File: config.mk
export PLATFORM = sky130hd
export DESIGN_NAME = conv2_pe_row_ctrl_flat
export DESIGN_NICKNAME = d
export VERILOG_FILES = /design/src/rtl/conv2_pe_row_ctrl_if.sv /design/src/rtl/conv2_pe_row_ctrl.sv /design/src/flat_wrapper.sv
export SDC_FILE = /design/constraint.sdc
export NUM_CORES = 1
export LEC_CHECK = 0
export CAP_MARGIN = 40
export CORE_ASPECT_RATIO = 0.75
export CORE_MARGIN = 4
export CORE_UTILIZATION = 36
export DETAILED_ROUTE_END_ITERATION = 12
export PLACE_DENSITY = 0.81
export SETUP_SLACK_MARGIN = 0.1
export SLEW_MARGIN = 20
export SYNTH_ARGS = -nofsm -noshare
export SYNTH_HDL_FRONTEND = slang
export SYNTH_SLANG_ARGS = --single-unit
File: constraint.sdc
create_clock -name clk -period 2.1 [get_ports clk]
set_input_delay 0.42 -clock clk [delete_from_list [all_inputs] [get_ports clk]]
set_output_delay 0.42 -clock clk [all_outputs]
set_load 0.05 [all_outputs]
File: src/rtl/conv2_pe_row_ctrl_if.sv
// Handshake/data bundle around the conv2 PE row sequencer: weight port, ifmap port, PE row drive and psum output.
// master = sequencer side, slave = weight SRAM / line buffer / PE row / psum sink side.
interface conv2_pe_row_ctrl_if #(
    parameter int NUM_PE = 3
);
    logic              w_valid;
    logic              w_ready;
    logic [23:0]       w_data;
    logic [NUM_PE-1:0] pe_w_we;
    logic [23:0]       pe_w_data;
    logic              if_valid;
    logic              if_ready;
    logic [7:0]        if_data;
    logic              pe_en;
    logic [7:0]        pe_ifmap;
    logic [19:0]       pe_psum;
    logic              out_valid;
    logic              out_ready;
    logic [19:0]       out_data;
    logic              out_last;

    modport master (
        input  w_valid, w_data, if_valid, if_data, pe_psum, out_ready,
        output w_ready, pe_w_we, pe_w_data, if_ready, pe_en, pe_ifmap, out_valid, out_data, out_last
    );

    modport slave (
        output w_valid, w_data, if_valid, if_data, pe_psum, out_ready,
        input  w_ready, pe_w_we, pe_w_data, if_ready, pe_en, pe_ifmap, out_valid, out_data, out_last
    );
endinterface

File: src/rtl/conv2_pe_row_ctrl.sv
// Sequencer for one conv2 PE row: loads kernel words, streams ifmap pixels, tags valid windows to the psum port.
// Latency: psum leaves PIPE_LAT enabled cycles after the pixel that completes its window; done one cycle after last psum.
// Backpressure: out_valid & ~out_ready freezes the whole PE pipe (pe_en=0, if_ready=0). Optional CONV2_CTRL_PERF_EN adds perf counters.
module conv2_pe_row_ctrl #(
    parameter int K        = 3,
    parameter int NUM_PE   = 3,
    parameter int PIPE_LAT = 2,
    parameter int DIM_W    = 6
) (
    input  logic               clk,
    input  logic               rst_n,
    input  logic               start,
    input  logic [DIM_W-1:0]   cfg_img_w,
    input  logic [DIM_W-1:0]   cfg_img_h,
    output logic               busy,
    output logic               done,
    output logic               cfg_err,
`ifdef CONV2_CTRL_PERF_EN
    output logic [31:0]        perf_cycles,
    output logic [31:0]        perf_stalls,
`endif
    conv2_pe_row_ctrl_if.master io
);
    localparam int WCNT_W = (NUM_PE > 1) ? $clog2(NUM_PE) : 1;
    localparam int DCNT_W = (PIPE_LAT > 1) ? $clog2(PIPE_LAT) : 1;
    localparam logic [DIM_W-1:0]  K_M1       = DIM_W'(K - 1);
    localparam logic [WCNT_W-1:0] WCNT_LAST  = WCNT_W'(NUM_PE - 1);
    localparam logic [DCNT_W-1:0] DRAIN_LAST = DCNT_W'(PIPE_LAT - 1);

    typedef enum logic [2:0] {S_IDLE, S_LOAD_W, S_RUN, S_DRAIN, S_WAIT_OUT} state_t;

    state_t              state_q, state_d;
    logic                busy_q, busy_d;
    logic                done_q, done_d;
    logic                cfg_err_q, cfg_err_d;
    logic [WCNT_W-1:0]   wcnt_q, wcnt_d;
    logic [DCNT_W-1:0]   drain_q, drain_d;
    logic [DIM_W-1:0]    col_q, col_d, row_q, row_d;
    logic [DIM_W-1:0]    img_w_q, img_w_d, img_h_q, img_h_d;
    logic [PIPE_LAT-1:0] tag_q, tag_d, last_q, last_d;

    logic out_vld, stall, run_acc, advance, out_hs, w_hs, cfg_ok, col_end, row_end, tag_in, last_in, start_ok;

    assign out_vld  = tag_q[PIPE_LAT-1];
    assign cfg_ok   = (cfg_img_w > K_M1) && (cfg_img_h > K_M1);
    assign start_ok = (state_q == S_IDLE) && start && cfg_ok;

    always_comb begin
        stall   = out_vld & ~io.out_ready;
        run_acc = (state_q == S_RUN) & io.if_valid & ~stall;
        advance = run_acc | ((state_q == S_DRAIN) & ~stall);
        out_hs  = out_vld & io.out_ready;
        w_hs    = io.w_valid & (state_q == S_LOAD_W);
        col_end = (col_q == img_w_q - 1'b1);
        row_end = (row_q == img_h_q - 1'b1);
        // Windows straddling a row boundary (col < K-1) never get a tag.
        tag_in  = run_acc & (col_q >= K_M1) & (row_q >= K_M1);
        last_in = run_acc & col_end & row_end;

        state_d   = state_q;
        busy_d    = busy_q;
        done_d    = 1'b0;
        cfg_err_d = 1'b0;
        wcnt_d    = wcnt_q;
        drain_d   = drain_q;
        col_d     = col_q;
        row_d     = row_q;
        img_w_d   = img_w_q;
        img_h_d   = img_h_q;

        case (state_q)
            S_IDLE: begin
                if (start && cfg_ok) begin
                    state_d = S_LOAD_W;
                    busy_d  = 1'b1;
                    img_w_d = cfg_img_w;
                    img_h_d = cfg_img_h;
                    wcnt_d  = '0;
                    drain_d = '0;
                    col_d   = '0;
                    row_d   = '0;
                end else if (start) begin
                    cfg_err_d = 1'b1;
                end
            end
            S_LOAD_W: begin
                if (w_hs) begin
                    if (wcnt_q == WCNT_LAST) state_d = S_RUN;
                    else                     wcnt_d  = wcnt_q + 1'b1;
                end
            end
            S_RUN: begin
                if (run_acc) begin
                    if (col_end) begin
                        col_d = '0;
                        row_d = row_end ? '0 : row_q + 1'b1;
                        if (row_end) state_d = S_DRAIN;
                    end else begin
                        col_d = col_q + 1'b1;
                    end
                end
            end
            S_DRAIN: begin
                if (advance) begin
                    drain_d = drain_q + 1'b1;
                    if (drain_q == DRAIN_LAST) state_d = S_WAIT_OUT;
                end
            end
            default: ;
        endcase

        // The last psum can already handshake on the final drain beat.
        if ((state_q == S_DRAIN || state_q == S_WAIT_OUT) && out_hs && last_q[PIPE_LAT-1]) begin
            state_d = S_IDLE;
            busy_d  = 1'b0;
            done_d  = 1'b1;
        end

        tag_d  = tag_q;
        last_d = last_q;
        if (advance) begin
            for (int i = PIPE_LAT - 1; i > 0; i--) begin
                tag_d[i]  = tag_q[i-1];
                last_d[i] = last_q[i-1];
            end
            tag_d[0]  = tag_in;
            last_d[0] = last_in;
        end else if (out_hs) begin
            // Consumed without the pipe moving: retire the tail so the psum is not re-sent.
            tag_d[PIPE_LAT-1]  = 1'b0;
            last_d[PIPE_LAT-1] = 1'b0;
        end
    end

    always_ff @(posedge clk) begin
        if (!rst_n) begin
            state_q   <= S_IDLE;
            busy_q    <= 1'b0;
            done_q    <= 1'b0;
            cfg_err_q <= 1'b0;
            wcnt_q    <= '0;
            drain_q   <= '0;
            col_q     <= '0;
            row_q     <= '0;
            img_w_q   <= '0;
            img_h_q   <= '0;
            tag_q     <= '0;
            last_q    <= '0;
        end else begin
            state_q   <= state_d;
            busy_q    <= busy_d;
            done_q    <= done_d;
            cfg_err_q <= cfg_err_d;
            wcnt_q    <= wcnt_d;
            drain_q   <= drain_d;
            col_q     <= col_d;
            row_q     <= row_d;
            img_w_q   <= img_w_d;
            img_h_q   <= img_h_d;
            tag_q     <= tag_d;
            last_q    <= last_d;
        end
    end

    always_comb begin
        io.pe_w_we = '0;
        for (int i = 0; i < NUM_PE; i++) io.pe_w_we[i] = w_hs && (wcnt_q == WCNT_W'(i));
    end

    assign io.pe_w_data = w_hs ? io.w_data : '0;
    assign io.w_ready   = (state_q == S_LOAD_W);
    assign io.if_ready  = (state_q == S_RUN) & ~stall;
    assign io.pe_en     = advance;
    assign io.pe_ifmap  = run_acc ? io.if_data : '0;
    assign io.out_valid = out_vld;
    assign io.out_data  = io.pe_psum;
    assign io.out_last  = out_vld & last_q[PIPE_LAT-1];
    assign busy         = busy_q;
    assign done         = done_q;
    assign cfg_err      = cfg_err_q;

`ifdef CONV2_CTRL_PERF_EN
    logic [31:0] perf_cycles_q, perf_cycles_d, perf_stalls_q, perf_stalls_d;

    always_comb begin
        perf_cycles_d = perf_cycles_q;
        perf_stalls_d = perf_stalls_q;
        if (start_ok) begin
            perf_cycles_d = '0;
            perf_stalls_d = '0;
        end else begin
            if (busy_q && perf_cycles_q != '1) perf_cycles_d = perf_cycles_q + 32'd1;
            if ((stall || (state_q == S_RUN && !io.if_valid)) && perf_stalls_q != '1)
                perf_stalls_d = perf_stalls_q + 32'd1;
        end
    end

    always_ff @(posedge clk) begin
        if (!rst_n) begin
            perf_cycles_q <= '0;
            perf_stalls_q <= '0;
        end else begin
            perf_cycles_q <= perf_cycles_d;
            perf_stalls_q <= perf_stalls_d;
        end
    end

    assign perf_cycles = perf_cycles_q;
    assign perf_stalls = perf_stalls_q;
`endif
endmodule

File: src/flat_wrapper.sv
// flat-port wrapper written by rule: the top's interface ports become plain ports
module conv2_pe_row_ctrl_flat 
#(
    parameter int K        = 3,
    parameter int NUM_PE   = 3,
    parameter int PIPE_LAT = 2,
    parameter int DIM_W    = 6
)
  (clk, rst_n, start, cfg_img_w, cfg_img_h, busy, done, cfg_err, io_w_valid, io_w_data, io_if_valid, io_if_data, io_pe_psum, io_out_ready, io_w_ready, io_pe_w_we, io_pe_w_data, io_if_ready, io_pe_en, io_pe_ifmap, io_out_valid, io_out_data, io_out_last);
  conv2_pe_row_ctrl_if #(.NUM_PE(NUM_PE)) io_i ();
  input  logic clk;
  input  logic rst_n;
  input  logic start;
  input  logic [DIM_W-1:0] cfg_img_w;
  input  logic [DIM_W-1:0] cfg_img_h;
  output logic busy;
  output logic done;
  output logic cfg_err;
  input wire logic [$bits(io_i.w_valid)-1:0] io_w_valid;
  input wire logic [$bits(io_i.w_data)-1:0] io_w_data;
  input wire logic [$bits(io_i.if_valid)-1:0] io_if_valid;
  input wire logic [$bits(io_i.if_data)-1:0] io_if_data;
  input wire logic [$bits(io_i.pe_psum)-1:0] io_pe_psum;
  input wire logic [$bits(io_i.out_ready)-1:0] io_out_ready;
  output wire logic [$bits(io_i.w_ready)-1:0] io_w_ready;
  output wire logic [$bits(io_i.pe_w_we)-1:0] io_pe_w_we;
  output wire logic [$bits(io_i.pe_w_data)-1:0] io_pe_w_data;
  output wire logic [$bits(io_i.if_ready)-1:0] io_if_ready;
  output wire logic [$bits(io_i.pe_en)-1:0] io_pe_en;
  output wire logic [$bits(io_i.pe_ifmap)-1:0] io_pe_ifmap;
  output wire logic [$bits(io_i.out_valid)-1:0] io_out_valid;
  output wire logic [$bits(io_i.out_data)-1:0] io_out_data;
  output wire logic [$bits(io_i.out_last)-1:0] io_out_last;
  assign io_i.w_valid = io_w_valid;
  assign io_i.w_data = io_w_data;
  assign io_i.if_valid = io_if_valid;
  assign io_i.if_data = io_if_data;
  assign io_i.pe_psum = io_pe_psum;
  assign io_i.out_ready = io_out_ready;
  assign io_w_ready = io_i.w_ready;
  assign io_pe_w_we = io_i.pe_w_we;
  assign io_pe_w_data = io_i.pe_w_data;
  assign io_if_ready = io_i.if_ready;
  assign io_pe_en = io_i.pe_en;
  assign io_pe_ifmap = io_i.pe_ifmap;
  assign io_out_valid = io_i.out_valid;
  assign io_out_data = io_i.out_data;
  assign io_out_last = io_i.out_last;
  conv2_pe_row_ctrl #(.K(K), .NUM_PE(NUM_PE), .PIPE_LAT(PIPE_LAT), .DIM_W(DIM_W)) u_core (.clk(clk), .rst_n(rst_n), .start(start), .cfg_img_w(cfg_img_w), .cfg_img_h(cfg_img_h), .busy(busy), .done(done), .cfg_err(cfg_err), .io(io_i));
endmodule
* Word-level counts from Yosys, hierarchy flattened *
Cells that the tools add are included.

cells by class
  add/sub/neg operators = 6
  magnitude comparators = 4
  equal/unequal tests = 17
  mux-type cells = 31
  bitwise gates (word level) = 17
  reductions and logical operators = 23

operators by type and width
  kind                 number
  $mux 6               6
  $mux 24              1
  $mux 3               8
  $pmux 6 s2           2
  $add 6x1->6 const B  2
  $and 1x1->1          12
  $eq 6x6->1           2
  $ge 6x2->1 const B   2
  $gt 6x2->1 const B   2
  $ne 2x1->1 const B   6
  $pmux 3 s4           1
  $sub 6x1->6 const B  2
  $reduce_and 9->1     1
  $mux 8               1
  $reduce_and 4->1     2
  $reduce_bool 2->1    4
  $logic_and 1x1->1    7
  $mux 1               7
  $eq 3x2->1 const B   2
  $mux 2               3
  $ne 2x2->1 const B   3
  $reduce_and 3->1     2
  $not 1->1            4
  $pmux 2 s2           1
  other kinds (15)     15

storage, ports and cells
  register bits after elaboration = 37
  input bits = 70
  output and inout port bits = 63
  logic and storage cells = 112

* Longest topological paths before layout *
  depth in word-level cells = 7
  gate-level depth with buffers = 9
  depth with buffers taken out = 8

* Worst setup path after synthesis *
Ideal clock, no wire load.

  path kind = register to output
  from = reg u_core.state_q[1]
  to = out io_pe_ifmap[0]
  arrival time = 1.696 ns
  data required time = 1.680 ns
  path slack = -0.016 ns
  cell stages (with the launch flop) = 7
  buffers on the path = 2
  cells stage by stage = dfxtp_1 buf_2 inv_1 nor3_2 and3_1 clkbuf_1 and2_1

on the way
  word-level cells in the longest chain between the ends = 4

ends and longest elaborated chain
  element                   RTL line                  RTL
  start, declared           conv2_pe_row_ctrl.sv:32   state_t state_q, state_d;
  start signal, assigned    conv2_pe_row_ctrl.sv:150  state_q <= state_d;
  $eq 3x2->1                conv2_pe_row_ctrl.sv:50   run_acc = (state_q == S_RUN) & io.if_valid & ~stall;
  $and 1x1->1 (2 in a row)  conv2_pe_row_ctrl.sv:50
  $mux 8                    conv2_pe_row_ctrl.sv:174  assign io.pe_ifmap = run_acc ? io.if_data : '0;
  end, declared             flat_wrapper.sv:30        output wire logic [$bits(io_i.pe_ifmap)-1:0] io_pe_ifmap;

No other way between the ends.

* Final worst setup path *
  from = reg u_core.img_h_q[2]
  to = reg u_core.row_q[5]

on the way
  word-level cells in the longest chain between the ends = 6

ends and longest elaborated chain
  element                 RTL line                  RTL
  start, declared         conv2_pe_row_ctrl.sv:39   logic [DIM_W-1:0] img_w_q, img_w_d, img_h_q, img_h_d;
  start signal, assigned  conv2_pe_row_ctrl.sv:159  img_h_q <= img_h_d;
  $sub 6x1->6             conv2_pe_row_ctrl.sv:55   row_end = (row_q == img_h_q - 1'b1);
  $eq 6x6->1              conv2_pe_row_ctrl.sv:55
  $mux 6                  conv2_pe_row_ctrl.sv:96   row_d = row_end ? '0 : row_q + 1'b1;
  $mux 6                  conv2_pe_row_ctrl.sv:94   if (col_end) begin
  $mux 6                  conv2_pe_row_ctrl.sv:93   if (run_acc) begin
  $pmux 6 s2              conv2_pe_row_ctrl.sv:71   case (state_q)
  end signal, assigned    conv2_pe_row_ctrl.sv:157  row_q <= row_d;
  end, declared           conv2_pe_row_ctrl.sv:38   logic [DIM_W-1:0] col_q, col_d, row_q, row_d;

No other way between the ends. The select of a mux whose other input is x is not followed.
A chain may end at the register's enable or synchronous reset.

==> summary.md <==
| Metric | Value |
|---|---|
| CP max stage delay | `0.49 ns` |
| Post-synthesis sequential area ratio | `29.3%` |
| Max IR drop VDD | `0.233 mV` |
| IO Pins | `133` |
| # hold bufs at CTS | `0` |
| Via/cell ratio | `5.02` |
| Post-synthesis cell count | `319` |
| Initial drt markers | `138` |
| Setup CP Type | `reg -> reg` |
| Inst Count DP | `500` |
| Post-synthesis simple-gate area fraction | `32.0%` |
| Synth cell types | `50` |
| Routed vias | `2616` |
| Minimum clock period | `2.24 ns` |
| P_leak | `1.79 nW` |
| Final setup margin | `-0.136 ns` |
| CTS sink count | `37` |
| Worst-Skew Late Latency | `0.30 ns` |
| H-tree Lvls | `2` |
| PD cells | `433 mW/mm^2` |
| Synth Warn # | `0` |
| Worst-path clk slew | `0.08 ns` |
| Die Y | `80.5 um` |
| Share of layout cells above drive strength 1 | `38.0%` |
| Crit Path Max Fanout | `5` |
| Core area | `0.00680 mm^2` |
| Mux contribution to synthesized area | `0.842%` |
| Area of the multi-input gates | `0.00170 mm^2` |
| First-pass GRT wire length | `12600 um` |
| Most frequent cell after synthesis | `and2_1` |
| CP endpoint kind | `flip-flop` |
| Slew HR | `63.6%` |
| Largest net degree at the start of global routing | `16` |
| Port Buffer Count | `92` |
| Grt ovf | `0` |
| Final core utilization | `64.9%` |
| CP startpoint kind | `flip-flop` |
| Placer Congestion | `0.834` |
| Number of synthesized register bits | `37` |
| RSZ-0062 raised after global routing | `yes` |
| Async SR Flop Fraction | `0%` |
| Most area-hungry cell type in the Yosys netlist | `dfxtp_1` |
| Top Family by Delay on Critical Path | `simple AND/OR/NAND/NOR gates` |
| Total GRT Usage | `18.5%` |
| DIE AREA | `0.00843 mm^2` |
| Initial antenna violation count | `0` |
| Top cells by count, synth | `and2_1 (40), nand2_1 (39), dfxtp_1 (37)` |
| Hold Path Class | `reg -> reg` |
| Synthesized cell area | `0.00252 mm^2` |
| Clk_skew | `0.00843 ns` |
| HPWL after DPL | `5930 um` |
| Fillers | `515` |
| FF/Latch Area | `753 um^2` |
| Final Power | `1.91 mW` |
| Failing checks | `setup timing` |
| Critical Path RT | `2.28 ns` |
| Final setup viols | `12` |
| Xor-xnor portion of the synthesized cell area | `6.24%` |
| Final worst path period share | `106%` |
| Critical Path AT | `2.42 ns` |
| EDFF count, synth | `0` |
| Die span in x | `105 um` |
| Main combinational cell family by area after synthesis | `simple AND/OR/NAND/NOR gates` |
| First-pass DRT Iterations | `4` |
| Synth area leaders | `dfxtp_1 (29%), and2_1 (9.9%), buf_4 (5.9%)` |
| Vias in the first global route | `2550` |
| Syn Nets | `398` |
| DRC viols | `0` |
| Cell Rows | `26` |
| Layout Nets | `515` |
| Max-Cap Viols | `0` |
| Area delta synth->final | `74.7%` |
| Complex-gate fraction of the synthesized area | `16.7%` |
| Synth Area in Adders | `4.46%` |
| Endpoints failing hold | `0` |
| Clock Tree Buf Depth | `2` |
| Worst path slowest cell | `or4_4` |
| CTS tree | `yes` |
| Synth top area share | `29.3%` |
| Slew @ Worst Pin | `0.544 ns` |
| Post-synth top flop | `dfxtp_1` |
| Fmax | `0.447 GHz` |
| Outcome | `finished, violations left` |
| Routed WL | `7920 um` |
| Antenna-violating nets left | `0` |
| Num CTS Buffers | `5` |
| Diodes inserted | `0` |
| Slew Limit Fails | `0` |
| Finished Layout Cells | `521` |
| Root Buffer Master | `clkbuf_8` |
| WL/cell | `15.2 um` |
| CP Cell Sequence | `or3_4 -> or4_4 -> a32oi_2 -> nand4_1 -> a31oi_4 -> a21oi_1` |
| Buf/Inv on CP | `0` |
| Starting density of the core | `37.1%` |
| Syn Area/Cell | `7.92 um^2` |
[path summary, 6_finish.rpt]
| check | end | slack, ns | cells past startpoint | startpoint |
|---|---|---|---|---|
| max | u_core.row_q[5] | -0.14 | 6 | u_core.img_h_q[2] |
| min | u_core.last_q[1] | 0.48 | 2 | u_core.last_q[0] |
| max reg2reg | u_core.row_q[5] | -0.14 | 6 | u_core.img_h_q[2] |
| min reg2reg | u_core.last_q[1] | 0.48 | 2 | u_core.last_q[0] |
[state kept, by name, indices dropped and copies added, names as in the netlist]
register / count
u_core.row_q: 6
u_core.tag_q: 2
u_core.state_q: 3
u_core.done: 1
u_core.col_q: 6
u_core.drain_q: 1
u_core.img_h_q: 6
u_core.last_q: 2
u_core.wcnt_q: 2
u_core.cfg_err: 1
u_core.img_w_q: 6
u_core.busy: 1
[layout by cell type, fill, tap and decap left out, types with 10 or more instances in the layout]
master / count
clkdlybuf4s50_1: 49
buf_4: 46
nand2_1: 39
buf_12: 37
and2_4: 35
dfxtp_1: 29
nor2_1: 15
a21boi_0: 15
a21oi_1: 12
nand3_1: 10
xnor2_1: 10
[per-stage QoR]
stage | hold WS (ns) | instance area, um^2 | TNS [ns] | setup slack (ns)
4_1_cts | 0.483 | 4320 | -0.403 | -0.0776
2_1_floorplan | 0.441 | 2560 | 0 | 0.109
3_3_place_gp | 0.465 | 4040 | -4.02 | -0.278
5_1_grt | 0.523 | 4410 | -2.03 | -0.211
3_5_place_dp | 0.469 | 4040 | -7.76 | -0.476
6_report | 0.482 | 4410 | -0.780 | -0.136
[layout make-up]
cell class | count | area share, %
multi-input cells | 235 | 38.5
repair buffers | 146 | 39.3
inverters | 11 | 0.936
clock inverters | 2 | 0.227
flip-flops and latches | 37 | 17.1
well taps | 84 | 2.38
clock buffers | 6 | 1.64
[per-layer routing]
metal / up-vias / track usage [%] / wire length, um
met3: 8 / 4.82 / 378
met1: 1242 / 23.8 / 3450
met4: 0 / 4.19 / 69
met5: - / 0 / 0
li1: 1305 / - / -
met2: 61 / 31.4 / 4020
[worst min-delay path, delay by kind of cell (launching register included)]
kind	cells	cell delay (ns)
AND/OR/NAND/NOR	1	0.06
AO/OA/AOI/OAI	1	0.06
flip-flops	1	0.32
[report_power, final]
group	switching [mW]	internal, mW	total (mW)
sequential	0.0318	0.730	0.762
clock	0.266	0.230	0.496
combinational	0.306	0.344	0.650
total	0.604	1.30	1.91
[repair_timing]
item                                    4_1_cts  5_1_grt
pin swaps                                     7       39
hold endpoints to repair                      0        0
cloned                                        4        0
gates resized for setup                      65       18
buffers inserted                              4        5
endpoints found under the setup margin       50       65
[kinds of logic after synthesis]
logic type	Yosys count
xor+xnor	18
flops	37
compound gates	59
mux	2
fa+ha+maj	9
buf+inv	47
simple gates	147
No activity file was read; power rests on OpenSTA's default activity.
